[src/rtl/cr_coretim_mch.sv]
// cr_coretim_mch: multi-channel core timer for the e902 core complex.
// Each of CH_NUM channels is a CNT_WIDTH-bit reload down-counter with its own
// prescaler, tick source (cpuclk or synchronised reference clock), periodic or
// one-shot mode and interrupt line, all programmed through the TCIPIF slave.
// Optional build macro: CR_CORETIM_CASCADE_EN adds CSR bit 4 (casc), which lets
// channel n>0 count on the delayed reach-zero pulse of channel n-1.
module cr_coretim_mch #(
  parameter int CNT_WIDTH = 24,
  parameter int CH_NUM    = 2,
  parameter int PSC_WIDTH = 8
) (
  input  logic              ct_reg_cpuclk,
  input  logic              coretim_rst_b,
  input  logic              core_dbgon,
  input  logic              pad_ctim_refclk,
  input  logic [25:0]       pad_ctim_calib,
  input  logic              tcipif_coretim_sel,
  input  logic              tcipif_coretim_write,
  input  logic [15:0]       tcipif_coretim_addr,
  input  logic [31:0]       tcipif_coretim_wdata,
  output logic              coretim_tcipif_cmplt,
  output logic [31:0]       coretim_tcipif_rdata,
  output logic [CH_NUM-1:0] ctim_pad_int_vld,
  output logic              ctim_pad_int_any
);

  logic [2:0]           ref_sync;
  logic                 ref_tick;
  logic                 noref;
  logic                 rd_en;
  logic                 wr_en;
  logic [3:0]           addr_ch;
  logic [1:0]           addr_reg;
  logic [31:0]          calib_word;
  logic [31:0]          csr_word [CH_NUM];
  logic [CNT_WIDTH-1:0] rvr_word [CH_NUM];
  logic [CNT_WIDTH-1:0] cnt_word [CH_NUM];
  logic                 unused_bits;
`ifdef CR_CORETIM_CASCADE_EN
  logic [CH_NUM-1:0]    rz_q_vec;
`endif

  assign noref       = pad_ctim_calib[25];
  assign rd_en       = tcipif_coretim_sel & ~tcipif_coretim_write;
  assign wr_en       = tcipif_coretim_sel & tcipif_coretim_write;
  assign addr_ch     = tcipif_coretim_addr[7:4];
  assign addr_reg    = tcipif_coretim_addr[3:2];
  assign calib_word  = {pad_ctim_calib[25], pad_ctim_calib[24], 6'b0, pad_ctim_calib[23:0]};
  assign ref_tick    = ref_sync[1] & ~ref_sync[2];
  assign unused_bits = ^{tcipif_coretim_addr[15:8], tcipif_coretim_addr[1:0], tcipif_coretim_wdata};

  assign coretim_tcipif_cmplt = tcipif_coretim_sel;
  assign ctim_pad_int_any     = |ctim_pad_int_vld;

  // Three-flop synchroniser for the reference clock; ff2 & ~ff3 marks a rising edge
  always_ff @(posedge ct_reg_cpuclk or negedge coretim_rst_b) begin
    if (!coretim_rst_b) ref_sync <= 3'b000;
    else                ref_sync <= {ref_sync[1:0], pad_ctim_refclk};
  end

  for (genvar g = 0; g < CH_NUM; g++) begin : g_ch
    logic                 en, tickint, clksrc, oneshot, cntflg;
    logic [PSC_WIDTH-1:0] psc, pc;
    logic [CNT_WIDTH-1:0] cnt, rvr;
    logic                 ch_hit, csr_wr, rvr_wr, cvr_wr, csr_rd;
    logic                 clksrc_eff, src_tick, active, step, reach_zero;
    logic [31:0]          csr_val;

    assign ch_hit     = (addr_ch == 4'(g + 1));
    assign csr_wr     = wr_en & ch_hit & (addr_reg == 2'b00);
    assign rvr_wr     = wr_en & ch_hit & (addr_reg == 2'b01);
    assign cvr_wr     = wr_en & ch_hit & (addr_reg == 2'b10);
    assign csr_rd     = rd_en & ch_hit & (addr_reg == 2'b00);
    assign clksrc_eff = noref | clksrc;
    assign active     = en & ~core_dbgon;

`ifdef CR_CORETIM_CASCADE_EN
    logic casc, rz_q, casc_tick;
    if (g == 0) begin : g_casc_head
      assign casc_tick = 1'b0;
    end else begin : g_casc_link
      assign casc_tick = rz_q_vec[g-1];
    end
    assign src_tick    = casc ? casc_tick : (clksrc_eff | ref_tick);
    assign rz_q_vec[g] = rz_q;

    // Cascade enable (never set on channel 0) and one-cycle-delayed reach-zero for the next channel
    always_ff @(posedge ct_reg_cpuclk or negedge coretim_rst_b) begin
      if (!coretim_rst_b) begin
        casc <= 1'b0;
        rz_q <= 1'b0;
      end else begin
        rz_q <= reach_zero;
        if (csr_wr && (g != 0)) casc <= tcipif_coretim_wdata[4];
      end
    end
`else
    assign src_tick = clksrc_eff | ref_tick;
`endif

    // A counter step happens when the prescaler wraps; a CVR write in the same cycle cancels the reach-zero
    assign step       = active & src_tick & (pc == psc);
    assign reach_zero = step & (cnt == CNT_WIDTH'(1)) & ~cvr_wr;

    // Prescaler and down-counter; CVR write clears both, debug or disable freezes both
    always_ff @(posedge ct_reg_cpuclk or negedge coretim_rst_b) begin
      if (!coretim_rst_b) begin
        cnt <= '0;
        pc  <= '0;
      end else if (cvr_wr) begin
        cnt <= '0;
        pc  <= '0;
      end else if (active && src_tick) begin
        if (pc == psc) begin
          pc <= '0;
          if (cnt == '0) begin
            if (rvr != '0) cnt <= rvr;
          end else begin
            cnt <= cnt - 1'b1;
          end
        end else begin
          pc <= pc + 1'b1;
        end
      end
    end

    // Control fields and reload value; a CSR write overrides the one-shot auto-disable
    always_ff @(posedge ct_reg_cpuclk or negedge coretim_rst_b) begin
      if (!coretim_rst_b) begin
        en      <= 1'b0;
        tickint <= 1'b0;
        clksrc  <= 1'b1;
        oneshot <= 1'b0;
        psc     <= '0;
        rvr     <= '0;
      end else begin
        if (csr_wr) begin
          en      <= tcipif_coretim_wdata[0];
          tickint <= tcipif_coretim_wdata[1];
          oneshot <= tcipif_coretim_wdata[3];
          psc     <= tcipif_coretim_wdata[8 +: PSC_WIDTH];
          if (!noref) clksrc <= tcipif_coretim_wdata[2];
        end else if (reach_zero && oneshot) begin
          en <= 1'b0;
        end
        if (rvr_wr) rvr <= tcipif_coretim_wdata[CNT_WIDTH-1:0];
      end
    end

    // Count flag: CVR write clears, reach-zero sets, CSR read clears, in that priority
    always_ff @(posedge ct_reg_cpuclk or negedge coretim_rst_b) begin
      if (!coretim_rst_b)  cntflg <= 1'b0;
      else if (cvr_wr)     cntflg <= 1'b0;
      else if (reach_zero) cntflg <= 1'b1;
      else if (csr_rd)     cntflg <= 1'b0;
    end

    // Assemble the CSR read-back word with unused bits forced to zero
    always_comb begin
      csr_val                   = '0;
      csr_val[0]                = en;
      csr_val[1]                = tickint;
      csr_val[2]                = clksrc_eff;
      csr_val[3]                = oneshot;
`ifdef CR_CORETIM_CASCADE_EN
      csr_val[4]                = casc;
`endif
      csr_val[8 +: PSC_WIDTH]   = psc;
      csr_val[16]               = cntflg;
    end

    assign csr_word[g]         = csr_val;
    assign rvr_word[g]         = rvr;
    assign cnt_word[g]         = cnt;
    assign ctim_pad_int_vld[g] = tickint & cntflg;
  end

  // Read data mux; returns zero when idle, writing, or addressing an absent channel
  always_comb begin
    coretim_tcipif_rdata = '0;
    if (rd_en) begin
      for (int n = 0; n < CH_NUM; n++) begin
        if (addr_ch == 4'(n + 1)) begin
          case (addr_reg)
            2'b00:   coretim_tcipif_rdata = csr_word[n];
            2'b01:   coretim_tcipif_rdata = 32'(rvr_word[n]);
            2'b10:   coretim_tcipif_rdata = 32'(cnt_word[n]);
            default: coretim_tcipif_rdata = calib_word;
          endcase
        end
      end
    end
  end

endmodule

[config.mk]
export PLATFORM = sky130hd
export DESIGN_NAME = cr_coretim_mch
export DESIGN_NICKNAME = d
export VERILOG_FILES = /design/src/rtl/cr_coretim_mch.sv
export SDC_FILE = /design/constraint.sdc
export NUM_CORES = 1
export LEC_CHECK = 0
export ABC_AREA = 1
export CAP_MARGIN = 40
export CORE_UTILIZATION = 51
export CTS_CLUSTER_DIAMETER = 30
export CTS_CLUSTER_SIZE = 20
export DETAILED_ROUTE_END_ITERATION = 10
export PLACE_DENSITY_LB_ADDON = 0.2
export SYNTH_ARGS = -nofsm -noshare
export SYNTH_HDL_FRONTEND = slang
export SYNTH_SLANG_ARGS = --single-unit
[constraint.sdc]
create_clock -name ct_reg_cpuclk -period 1.6 [get_ports ct_reg_cpuclk]
set_input_delay 0.24 -clock ct_reg_cpuclk [delete_from_list [all_inputs] [get_ports ct_reg_cpuclk]]
set_output_delay 0.24 -clock ct_reg_cpuclk [all_outputs]
set_load 0.05 [all_outputs]
==> flow_summary.json, run 1 <==
{
  "synth-edff-count": 0,
  "place_congestion": 1.01,
  "fp-row-count": 49,
  "ios": 116,
  "grt_use_total_pct": 93.3,
  "synth_most_common_cell": "nand2_1",
  "crit_endpoint": "coretim_tcipif_rdata[6]",
  "error": "[ERROR GRT-0232] Routing congestion too high. Check the congestion heatmap in the GUI.",
  "clock_path_buffers": 2,
  "outcome": "stopped before the end",
  "synth_warnings": 0,
  "cts_sinks": 141,
  "overflow": 776,
  "lastStage": "global routing (5_1_grt)",
  "cts_root_buffer": "clkbuf_16",
  "ys_top_cells_by_area": "dfrtp_1 37%, nand2_1 17%, o21ai_0 9.0%",
  "grt_max_degree": 72,
  "synth.largest_area_cell": "dfrtp_1",
  "dpl.cell_count": 1918,
  "ys_types": 45,
  "initial_core_util_pct": 52.2,
  "worstEpCategory": "output port",
  "hpwl_um": 26700,
  "cts_made_buffers": 17,
  "synth.avg_cell_area_um2": 6.78,
  "ys_seq_area_share_pct": 37.5,
  "postSynthCellCount": 1390,
  "syn_area_mm2": 0.00942,
  "yosys_register_bits": 141,
  "die_x_um": 138,
  "h-tree-depth": 4,
  "synthArstFlopShare_pct": 100,
  "yosysTopAreaCellShare_pct": 36.9,
  "synth.top_cells.by_count": "422 x nand2_1, 170 x o21ai_0, 148 x nor2_1",
  "ys.flop_type": "dfrtp_1",
  "die_y_um": 138,
  "port-buffer-count": 91
}
cell families after synthesis:
logic type | after synthesis | share of synthesized area, %
fa+ha+maj | 8 | 1.06
buf+inv | 210 | 9.55
simple gates | 750 | 34.2
flops | 141 | 37.5
compound gates | 256 | 15.4
other cells | 1 | 0.0398
xor+xnor | 24 | 2.23
stage by stage:
stage	hold WS [ns]	setup slack (ns)	area (um^2)
CTS	0.170	-0.426	15900
detailed placement	0.0554	-0.803	12800
global placement	0.0565	-0.769	12800
floorplan	-0.0556	-0.188	9800
repair_timing:
item / in CTS
setup endpoints to repair: 99
gates cloned: 17
endpoints found under the hold margin: 139
resized for setup: 452
hold buffers: 1
pin swaps: 128
setup buffers: 88
per-layer routing:
| layer | GRT usage (%) | overflow |
|---|---|---|
| met2 | 113 | 522 |
| met3 | 75.8 | 21 |
| met1 | 85.9 | 6 |
| met5 | 50.0 | 1 |
| met4 | 108 | 226 |
==> run 2: changes to the inputs <==
--- a/config.mk
+++ b/config.mk
@@ -7,11 +7,9 @@
 export LEC_CHECK = 0
 export ABC_AREA = 1
 export CAP_MARGIN = 40
-export CORE_UTILIZATION = 51
-export CTS_CLUSTER_DIAMETER = 30
-export CTS_CLUSTER_SIZE = 20
+export CORE_UTILIZATION = 40
 export DETAILED_ROUTE_END_ITERATION = 10
-export PLACE_DENSITY_LB_ADDON = 0.2
+export PLACE_DENSITY_LB_ADDON = 0.15
 export SYNTH_ARGS = -nofsm -noshare
 export SYNTH_HDL_FRONTEND = slang
 export SYNTH_SLANG_ARGS = --single-unit
==> constraint.sdc (replaced) <==
create_clock -name ct_reg_cpuclk -period 2.1 [get_ports ct_reg_cpuclk]
set_input_delay 0.315 -clock ct_reg_cpuclk [delete_from_list [all_inputs] [get_ports ct_reg_cpuclk]]
set_output_delay 0.315 -clock ct_reg_cpuclk [all_outputs]
set_load 0.05 [all_outputs]
==> run 2 against run 1 <==
  * The run now ends clean
  * Synthesized area unchanged
  * Synthesized cell count stayed put
==> flow_summary.json, run 2 <==
{
  "outcome": "complete, no violations",
  "switching_share_pct": 42.6,
  "layout_common_cells": "419 x nand2_1, 154 x o21ai_0, 144 x nor2_1",
  "postSynthCellCount": 1390,
  "yosysTopAreaCellShare_pct": 36.9,
  "tns_ns": 0,
  "clkPwrFrac_pct": 26.6,
  "fillers": 2291,
  "crit_top_cell": "buf_4",
  "synth.top_cells.by_count": "422 x nand2_1, 170 x o21ai_0, 148 x nor2_1",
  "worst_slew_pin_slew_ns": 0.535,
  "drive_gt1_share_pct": 19.5,
  "ios": 116,
  "finalCriticalPeriod_ns": 2.05,
  "grt_use_total_pct": 30.0,
  "slowest_delay_ns": 0.27,
  "synth.avg_cell_area_um2": 6.78,
  "ys_types": 45,
  "ff2ff_path_depth": 9,
  "cp_top_family": "buffers and inverters",
  "die_y_um": 155,
  "nets": 1677,
  "syn_area_mm2": 0.00942,
  "dp_slack_ns": -0.469,
  "ys.flop_type": "dfrtp_1",
  "skew_ns": 0.0112,
  "fin_ws_ns": 0.0526,
  "cts_made_buffers": 17,
  "seq_power_share_pct": 29.6,
  "combPwrFrac_pct": 43.8,
  "required_ns": 1.78,
  "crit_buf_inv": 6,
  "place_congestion": 0.927,
  "design.core.area_mm2": 0.0228,
  "layout_commonest_cell": "nand2_1",
  "fp-row-count": 55,
  "end_kind": "primary output",
  "wl_per_cell_um": 18.2,
  "initial_core_util_pct": 41.2,
  "synth_most_common_cell": "nand2_1",
  "overflow": 0,
  "h-tree-depth": 4,
  "grt_first_pass_wirelength_um": 54700,
  "power_uw": 11600,
  "clock_path_buffers": 2,
  "critPathLaunchType": "primary input",
  "worstSetupPathType": "primary input to primary output",
  "port-buffer-count": 91,
  "cp_max_fo": 5,
  "clkLatencyLatePin_ns": 0.44,
  "worstPathCellList": "clkdlybuf4s15_2 -> buf_4 -> clkinvlp_4 -> buf_4 -> nand2_1 -> o2111ai_1 -> a22o_1 -> inv_1 -> buf_6",
  "drv_cap": 0,
  "grt_setup_unrepaired": "true",
  "antenna_found_initial": 0,
  "grt_max_degree": 54,
  "via_per_inst": 5.25,
  "yosys_register_bits": 141,
  "setup_violations": 0,
  "slew_headroom_pct": 64.3,
  "hold_ws_ns": 0.316,
  "p_leak_uw": 0.00612,
  "synth.largest_area_cell": "dfrtp_1",
  "finalCritPeriodShare_pct": 97.5,
  "drt_drc_violations_left": 0,
  "reg_top3": "g_ch.cnt (48), g_ch.rvr (48)",
  "ys_seq_area_share_pct": 37.5,
  "slew_violations": 0,
  "cts_root_buffer": "clkbuf_16",
  "ys_top_cells_by_area": "dfrtp_1 37%, nand2_1 17%, o21ai_0 9.0%",
  "hp-class": "primary input to register",
  "hold_violations": 0,
  "clock.fmax_mhz": 488,
  "switchingPower_uw": 4920,
  "grt_pass1_vias": 9699,
  "hpwl_um": 27100,
  "power_density_mw_per_mm2": 917,
  "critPathArrivalTime_ns": 1.73,
  "drtAntennaViolNets": 0,
  "area_growth_pct": 33.9,
  "synthArstFlopShare_pct": 100,
  "dr.pass1.iters": 7,
  "synth-edff-count": 0,
  "min_path_cells": 1,
  "rrSetupSlack_ns": 0.09,
  "power.internal_uw": 6630,
  "crit_cells": 9,
  "cts.clk_slew.worst_paths_ns": 0.07,
  "die_x_um": 155,
  "first_iter_violations": 722,
  "die_area_mm2": 0.0242,
  "cts_sinks": 141,
  "wirelength_um": 34900,
  "synth_warnings": 0,
  "crit_path_top_delay_cell": "clkdlybuf4s15_2",
  "cts_tree": "yes",
  "vdd_drop_max_uv": 1350,
  "antenna_cells": 0,
  "vias": 10048
}
-- run 2: cell type report --
cell class                      instances  area, um^2  share of cell area, %
Multi-Input combinational cell       1044        5230                   41.4
Sequential cell                       141        3540                   28.1
Timing Repair Buffer                  231        2270                   18.0
Inverter                              154         594                   4.71
Clock buffer                           18         429                   3.40
Tap cell                              313         392                   3.11
Clock inverter                         14         154                   1.22
-- run 2: kinds of logic after synthesis --
| kind of cell | share of synthesized area (%) |
|---|---|
| xor gates and xnor gates | 2.23 |
| adders and majority gates | 1.06 |
| buffers and inverters | 9.55 |
| AOI/OAI and AO/OA | 15.4 |
| DFF | 37.5 |
| other | 0.0398 |
| and+or+nand+nor | 34.2 |
-- run 2: metrics by stage --
step                      cell area [um^2]  instances  util [%]
final                                12600       1915      55.2
after floorplan                       9540       1395         -
after detailed placement             11600       1861      50.7
after CTS                            12500       1905      54.5
after global placement               11600       1861      50.7
after global routing                 12600       1915      55.2
-- run 2: repair_timing --
action	CTS	global route
pin swaps	16	23
hold buffers	1	0
setup buffers	10	10
hold endpoints to repair	48	0
gates resized for setup	74	38
setup endpoints to repair	27	33
cloned	1	0
-- run 2: final timing paths --
check	from	end
max in group asynchronous	coretim_rst_b	g_ch[1].cnt[6]
worst min register to register	ref_sync[0]	ref_sync[1]
worst min-delay path	pad_ctim_refclk	ref_sync[0]
worst max register to register	g_ch[0].cnt[1]	g_ch[0].cnt[18]
worst max-delay path	tcipif_coretim_addr[2]	coretim_tcipif_rdata[22]
min in group asynchronous	coretim_rst_b	g_ch[0].pc[3]
-- run 2: per-layer routing --
layer / track usage (%) / vias to the layer above / part of all wire [%]
li1: - / 4920 / -
met1: 39.2 / 4693 / 44
met2: 48.6 / 374 / 46
met3: 6.24 / 61 / 7.2
met4: 11.8 / 0 / 3.4
met5: 0 / - / 0
-- run 2: power by group through the flow --
stage / Clock [uW] / Sequential, uW / Combinational, uW
after floorplan: 0 / 3330 / 3340
after global placement: 0 / 3460 / 4830
after detailed placement: 0 / 3470 / 4880
after CTS: 3100 / 3410 / 4970
after global routing: 3220 / 3460 / 5720
final: 3080 / 3420 / 5060
Power figures use the tool's default switching activity.
